### src/rtl/router_pkg.sv
// rtl/router_pkg.sv - shared state type, width constants and helpers for router_arbiter
package router_pkg;

  typedef enum logic {ST_EMPTY = 1'b0, ST_FULL = 1'b1} hold_state_t;

  localparam int unsigned DEF_NBITS   = 8;
  localparam int unsigned DEF_NINPUTS = 4;
  localparam int unsigned STATS_W     = 16;

  // Source-index field width; a single input still needs one bit of tag.
  function automatic int unsigned src_w(input int unsigned n);
    return (n > 1) ? $clog2(n) : 1;
  endfunction

  function automatic int unsigned tag_w(input int unsigned nbits, input int unsigned n);
    return nbits + src_w(n);
  endfunction

endpackage

### src/rtl/rr_priority_sel.sv
// rtl/rr_priority_sel.sv - one-hot round-robin grant: first set req bit at or above ptr, wrapping
module rr_priority_sel #(
  parameter int unsigned p_n  = 4,
  parameter int unsigned p_pw = 2
) (
  input  logic [p_n-1:0]  req,
  input  logic [p_pw-1:0] ptr,
  output logic [p_n-1:0]  grant
);

  logic            w_found;
  logic [p_pw-1:0] w_idx;

  always_comb begin
    grant   = '0;
    w_found = 1'b0;
    w_idx   = '0;
    for (int unsigned k = 0; k < p_n; k++) begin
      w_idx = p_pw'((32'(ptr) + k) % p_n);
      if (req[w_idx] && !w_found) begin
        grant[w_idx] = 1'b1;
        w_found      = 1'b1;
      end
    end
  end

endmodule

### src/rtl/router_arbiter.sv
// rtl/router_arbiter.sv - round-robin N:1 arbiter with one-deep tagged holding register
// Optional ROUTER_ARBITER_STATS_EN adds a saturating 16-bit delivered-message counter.
module router_arbiter
  import router_pkg::*;
#(
  parameter int unsigned p_nbits   = DEF_NBITS,
  parameter int unsigned p_ninputs = DEF_NINPUTS
) (
  input  logic                                 clk,
  input  logic                                 reset,
  input  logic [p_ninputs-1:0]                 in_val,
  input  logic [p_ninputs*p_nbits-1:0]         in_msg,
  output logic [p_ninputs-1:0]                 in_rdy,
  output logic                                 out_val,
  output logic [p_nbits+$clog2(p_ninputs)-1:0] out_msg,
  input  logic                                 out_rdy
`ifdef ROUTER_ARBITER_STATS_EN
  ,
  output logic [STATS_W-1:0]                   msg_count
`endif
);

  localparam int unsigned c_sw = src_w(p_ninputs);
  localparam int unsigned c_mw = tag_w(p_nbits, p_ninputs);

  hold_state_t         r_state;
  logic [c_mw-1:0]     r_out_msg;
  logic [c_sw-1:0]     r_ptr;

  logic                w_can_load;
  logic [p_ninputs-1:0] w_grant;
  logic [c_sw-1:0]     w_src;
  logic [p_nbits-1:0]  w_payload;
  logic                w_hs;

  rr_priority_sel #(
    .p_n  (p_ninputs),
    .p_pw (c_sw)
  ) u_sel (
    .req   (in_val),
    .ptr   (r_ptr),
    .grant (w_grant)
  );

  assign w_can_load = (r_state == ST_EMPTY) || out_rdy;
  assign in_rdy     = (reset || !w_can_load) ? '0 : w_grant;
  assign w_hs       = |(in_val & in_rdy);

  // Payload only feeds the register, so in_msg never reaches an output combinationally.
  always_comb begin
    w_src     = '0;
    w_payload = '0;
    for (int unsigned i = 0; i < p_ninputs; i++) begin
      if (w_grant[i]) begin
        w_src     = c_sw'(i);
        w_payload = in_msg[i*p_nbits +: p_nbits];
      end
    end
  end

  always_ff @(posedge clk or posedge reset) begin
    if (reset) begin
      r_state   <= ST_EMPTY;
      r_out_msg <= '0;
      r_ptr     <= '0;
    end else if (w_hs) begin
      r_state   <= ST_FULL;
      r_out_msg <= {w_src, w_payload};
      r_ptr     <= (w_src == c_sw'(p_ninputs - 1)) ? '0 : w_src + c_sw'(1);
    end else if ((r_state == ST_FULL) && out_rdy) begin
      r_state   <= ST_EMPTY;
    end
  end

  assign out_val = (r_state == ST_FULL);
  assign out_msg = r_out_msg;

`ifdef ROUTER_ARBITER_STATS_EN
  logic [STATS_W-1:0] r_msg_count;

  always_ff @(posedge clk or posedge reset) begin
    if (reset) begin
      r_msg_count <= '0;
    end else if (out_val && out_rdy && (r_msg_count != '1)) begin
      r_msg_count <= r_msg_count + STATS_W'(1);
    end
  end

  assign msg_count = r_msg_count;
`endif

endmodule

### config.mk
export PLATFORM = sky130hd
export DESIGN_NAME = router_arbiter
export DESIGN_NICKNAME = d
export VERILOG_FILES = /design/src/rtl/router_pkg.sv /design/src/rtl/rr_priority_sel.sv /design/src/rtl/router_arbiter.sv
export SDC_FILE = /design/constraint.sdc
export NUM_CORES = 1
export LEC_CHECK = 0
export ABC_CLOCK_PERIOD_IN_PS = 4800
export CAP_MARGIN = 0
export CORE_MARGIN = 10
export CORE_UTILIZATION = 44
export CTS_CLUSTER_DIAMETER = 120
export DETAILED_ROUTE_END_ITERATION = 16
export HOLD_SLACK_MARGIN = 0.02
export PLACE_DENSITY = 0.85
export SLEW_MARGIN = 20
export SYNTH_ARGS = -nofsm -noshare
export SYNTH_HDL_FRONTEND = slang
export SYNTH_SLANG_ARGS = --single-unit
export TNS_END_PERCENT = 1
### constraint.sdc
create_clock -name clk -period 4.8 [get_ports clk]
set_input_delay 0.72 -clock clk [delete_from_list [all_inputs] [get_ports clk]]
set_output_delay 0.72 -clock clk [all_outputs]
set_load 0.05 [all_outputs]
### Word-level counts from Yosys, hierarchy flattened

Index checks and enable logic that the tools add are counted.

* flip-flop bits (word level): 13
* input port bits: 39
* output and inout port bits: 15

* add/sub/neg operators: 4
* magnitude comparators: 8
* equality and inequality tests: 1
* mux-type cells: 34
* bitwise operators: 5
* reductions and logical operators: 16

Operators with widths (number)
* $mux 8: 4
* $mux 4: 5
* $mux 1: 14
* $lt 2x3->1 const B: 4
* $or 4x4->4: 3
* $bmux 1 s2: 4
* $demux 1 s2: 4
* $ge 2x1->1 const B: 4
* $logic_and 1x1->1: 8
* $mux 2: 3
* $add 2x1->2 const B: 2
* $add 2x2->2 const B: 2
* $and 4x4->4: 1
* $logic_not 1->1: 4
* $reduce_or 4->1: 1
* $eq 2x2->1 const B: 1
* $logic_or 1x1->1: 2
* $reduce_bool 2->1: 1
* $not 1->1: 1

### Longest topological paths before layout

Gate-level depths: netlist of run 1.

* depth after elaboration: 17
* mapped depth: 10
* gate-level depth less buffers: 9

### Hierarchy

From an unflattened synthesis of run 1, not the netlist that was laid out.

* cells, all modules: 111
* area total of the unflattened synthesis: 1103.6 sq um

Modules (own cells, without submodules)
* router_arbiter: instances 1, cells each 75, area each 765.7 sq um, sequential area each 325.3 sq um
* rr_priority_sel: instances 1, cells each 36, area each 337.8 sq um, sequential area each 0.0 sq um

### Worst setup path after synthesis of run 1

OpenSTA, ideal clock, no wires.

* kind: input-to-output
* start point: in in_val[3]
* end point: out in_rdy[3]
* arrival time: 2.884 ns
* data required time: 4.080 ns
* setup slack: 1.196 ns
* stages: 7
* path buffers: 2
* cells stage by stage: mux4_2 > buf_2 > nor3b_2 > a22oi_1 > and2_1 > clkbuf_1 > nor2_1

* cells in the longest elaborated chain, start to end: 13
* elaborated cells on any way between the ends: 25
* classes of those cells: mux (16); bitwise (3); reduce/logical (6)

RTL lines
* start: declaration: RTL line router_arbiter.sv:11 `input logic [p_ninputs-1:0] in_val,`
* $bmux 1 s2: RTL line rr_priority_sel.sv:20 `if (req[w_idx] && !w_found) begin`
* $mux 1 (implied by the code): RTL line rr_priority_sel.sv:20
* $mux 1: RTL line rr_priority_sel.sv:20
* $logic_not 1->1: RTL line rr_priority_sel.sv:20
* $logic_and 1x1->1: RTL line rr_priority_sel.sv:20
* $mux 1: RTL line rr_priority_sel.sv:20
* $logic_not 1->1: RTL line rr_priority_sel.sv:20
* $logic_and 1x1->1: RTL line rr_priority_sel.sv:20
* $mux 1: RTL line rr_priority_sel.sv:20
* $logic_not 1->1: RTL line rr_priority_sel.sv:20
* $logic_and 1x1->1: RTL line rr_priority_sel.sv:20
* $mux 4 *: RTL line rr_priority_sel.sv:20
* $mux 4 *: RTL line router_arbiter.sv:46 `assign in_rdy = (reset || !w_can_load) ? '0 : w_grant;`
* end: declaration: RTL line router_arbiter.sv:13 `output logic [p_ninputs-1:0] in_rdy,`

Mark *: on every way between the ends. The rest lies on a longest branch, timed or not. The select of a mux whose other input is x is not followed.

### Final worst setup path of run 1

* start point: in in_val[2]
* end point: out in_rdy[3]

Same word-level chain as after synthesis.

==> results.json, run 1 <==
{
  "outcome": "finished, final reports clean",
  "final_nets": 220,
  "final.min_clock_period_ns": 4.47,
  "seqPwrFrac_pct": 15.5,
  "portBuffers": 53,
  "grt_pass1_wl_mm": 6.46,
  "io_pins": 54,
  "final_common_cell": "clkdlybuf4s50_1",
  "cpLargestDelayFamily": "buffers and inverters",
  "post_cts_buffers": 0,
  "critical-path-max-stage-delay_ns": 0.81,
  "synth_nets": 168,
  "drtIter0Drc": 113,
  "diodes": 0,
  "yosys_warnings": 0,
  "fin_setup_tns_ns": 0,
  "cts_buffers": 3,
  "core_sq_um": 2480,
  "hp-class": "register to register",
  "dieArea_sq_um": 5060,
  "cts-root-buf": "clkbuf_4",
  "clock_sinks": 13,
  "tightest_slew_ns": 0.622,
  "drc": 0,
  "area_growth_pct": 47.7,
  "ys_dominant_reg_cell": "dfrtp_1",
  "drive_above_1_share_pct": 8.62,
  "htree_num_levels": 1,
  "postSynthAreaPerCell_sq_um": 9.35,
  "die_w_um": 71.1,
  "synth_top_cell_by_area": "dfrtp_1",
  "syn_inst": 123,
  "grt_max_degree": 25,
  "dp_hpwl_mm": 3.38,
  "wire_per_inst_um": 19.6,
  "path_common_cell": "clkdlybuf4s50_1",
  "timing.final.hold_violations": 0,
  "cp-start-kind": "input pin",
  "crit_path_end_kind": "output pin",
  "synth.yosys.seq_area_share_pct": 28.3,
  "post-route-period-util_pct": 93.2,
  "rows": 18,
  "postSynthRegisterBits": 13,
  "finalMaxSlewViolations": 0,
  "cp_num_buf_inv": 2,
  "grt_remaining_overflow": 0,
  "gp_congestion": 1.02,
  "path_max_fanout": 11,
  "p_sw_share_pct": 54.6,
  "ys_top_cells_by_area": "dfrtp_1 (28%), nor2_1 (7.2%), ha_1 (6.5%), mux4_2 (5.9%), a2bb2oi_1 (5.3%)",
  "clkPwrFrac_pct": 4.7,
  "nFillCells": 219,
  "grt_pass1_vias": 1211,
  "internal_power_mw": 0.629,
  "fin_skew_ns": 0.00160,
  "synth_cell_types": 39,
  "cts.hold.buffers_added": 0,
  "routed_wl_mm": 4.01,
  "p_switching_mw": 0.756,
  "setup_violations": 0,
  "ir_drop_mv": 0.559,
  "cp_cell_sequence": "clkdlybuf4s50_1 > mux4_2 > nor4b_4 > a22oi_1 > and2_1 > nor2_1 > clkdlybuf4s50_1",
  "slowest_stage": "clkdlybuf4s50_1",
  "crit_type": "input pin to output pin",
  "fmax_mhz": 224,
  "power_leakage_nw": 0.671,
  "p_per_area_nw_per_um2": 816,
  "slew_headroom_pct": 58.4,
  "num_vias": 1149,
  "cts_tree": "built",
  "synth_top_cell_area_share_pct": 28.3,
  "grt_usage_pct": 15.6,
  "worstPathRequired_ns": 4.08,
  "insertion_delay_ns": 0.27,
  "cts_buffer_depth": 2,
  "clkTransAtPathRegs_ns": 0.07,
  "pwr-share-comb_pct": 79.8,
  "antenna_left": 0,
  "cts_resized": 0,
  "grt_antenna_before_repair": 0,
  "via_per_inst": 5.63,
  "worst_ep_arrival_time_ns": 3.75,
  "total_power_mw": 1.38,
  "synth_edf_count": 0,
  "fp.dieH_um": 71.1,
  "rsz0062_at_grt": "false",
  "start_util_pct": 46.4,
  "dr.pass1.iters": 4,
  "final_cell_mix": "clkdlybuf4s50_1 (53), nor2_1 (22), dfrtp_1 (13)",
  "whs_ns": 0.508,
  "netlist_area_sq_um": 1150,
  "async_flop_share_pct": 100,
  "drv_cap": 0
}
## metal layers
metal | global-route usage (%) | part of all wire [%]
met5 | 0 | 0
met3 | 3.77 | 6.1
met1 | 18.4 | 39
met4 | 4.30 | 1.6
met2 | 27.3 | 53
## layout make-up
type                       instances  area [sq um]  share of cell area, %
timing repair buffer              53           531                   31.2
clock buffer                       4          26.3                   1.55
multi-input combinational        100           763                   45.0
tap                               30          37.5                   2.21
sequential                        13           325                   19.2
inverter                           4          15.0                  0.884
## cell families after synthesis
group	Yosys count	share of synthesized area, %
AO/OA/AOI/OAI	48	34.2
flip-flops	13	28.3
AND/OR/NAND/NOR	42	17.5
multiplexers	4	8.16
adder cells (fa/ha/maj)	6	6.53
buffers and inverters	10	5.33
## final timing paths
path,from,cells after the start,slack [ns],endpoint
min in group asynchronous,reset,2,0.79,r_ptr[1]
worst min register to register,out_msg[8],1,0.51,out_msg[8]
worst min-delay path,out_msg[8],1,0.51,out_msg[8]
worst max register to register,r_ptr[0],9,1.40,out_msg[2]
max in group asynchronous,reset,2,3.68,out_msg[5]
worst max-delay path,in_val[2],7,0.33,in_rdy[3]
## cells in the mapped netlist, types with 2 or more instances
cell        n
nor2_1     22
dfrtp_1    13
nand2_1    12
a21oi_1     7
a2bb2oi_1   7
a221oi_1    6
ha_1        6
o21ai_1     5
inv_1       4
o21a_1      4
mux4_2      3
o21ai_0     3
a21o_1      2
a22o_1      2
buf_4       2
buf_6       2
## through the flow
stage / instances / cell area [sq um] / util, % / setup slack (ns)
6_report: 204 / 1700 / 68.5 / 0.328
5_1_grt: 204 / 1700 / 68.5 / 0.183
4_1_cts: 204 / 1700 / 68.5 / 0.356
3_5_place_dp: 200 / 1670 / 67.5 / 0.350
3_3_place_gp: 200 / 1670 / 67.5 / 0.438
2_1_floorplan: 123 / 1150 / - / 1.20
## worst reg2reg max path, cell delays in order, from the launching register on
cell and delay (ns):
dfrtp_1 0.56, inv_1 0.15, ha_1 0.35, mux4_2 0.39
nor4b_4 0.43, a22o_1 0.28, o21ai_1 0.11, a41oi_4 0.60
o211ai_1 0.24, o21a_1 0.17
## registers in the layout (all words and copies together), names as in the netlist
| register | cells |
|---|---|
| r_ptr | 2 |
| out_msg | 10 |
| out_val | 1 |
## power by group through the flow
stage	Combinational (mW)	Clock (mW)	Sequential [mW]
6_report	1.11	0.0649	0.215
5_1_grt	1.20	0.0704	0.227
4_1_cts	1.11	0.0679	0.216
3_5_place_dp	1.10	0	0.219
3_3_place_gp	1.06	0	0.211
2_1_floorplan	0.667	0	0.375
No activity file was read; power rests on OpenSTA's default activity.
==> inputs of run 2 (changes only) <==
--- a/config.mk
+++ b/config.mk
@@ -13,6 +13,7 @@
 export DETAILED_ROUTE_END_ITERATION = 16
 export HOLD_SLACK_MARGIN = 0.02
 export PLACE_DENSITY = 0.85
+export SKIP_LAST_GASP = 1
 export SLEW_MARGIN = 20
 export SYNTH_ARGS = -nofsm -noshare
 export SYNTH_HDL_FRONTEND = slang
==> results of run 2 <==
Final layout, timing and power as in run 1 (identical DEF).
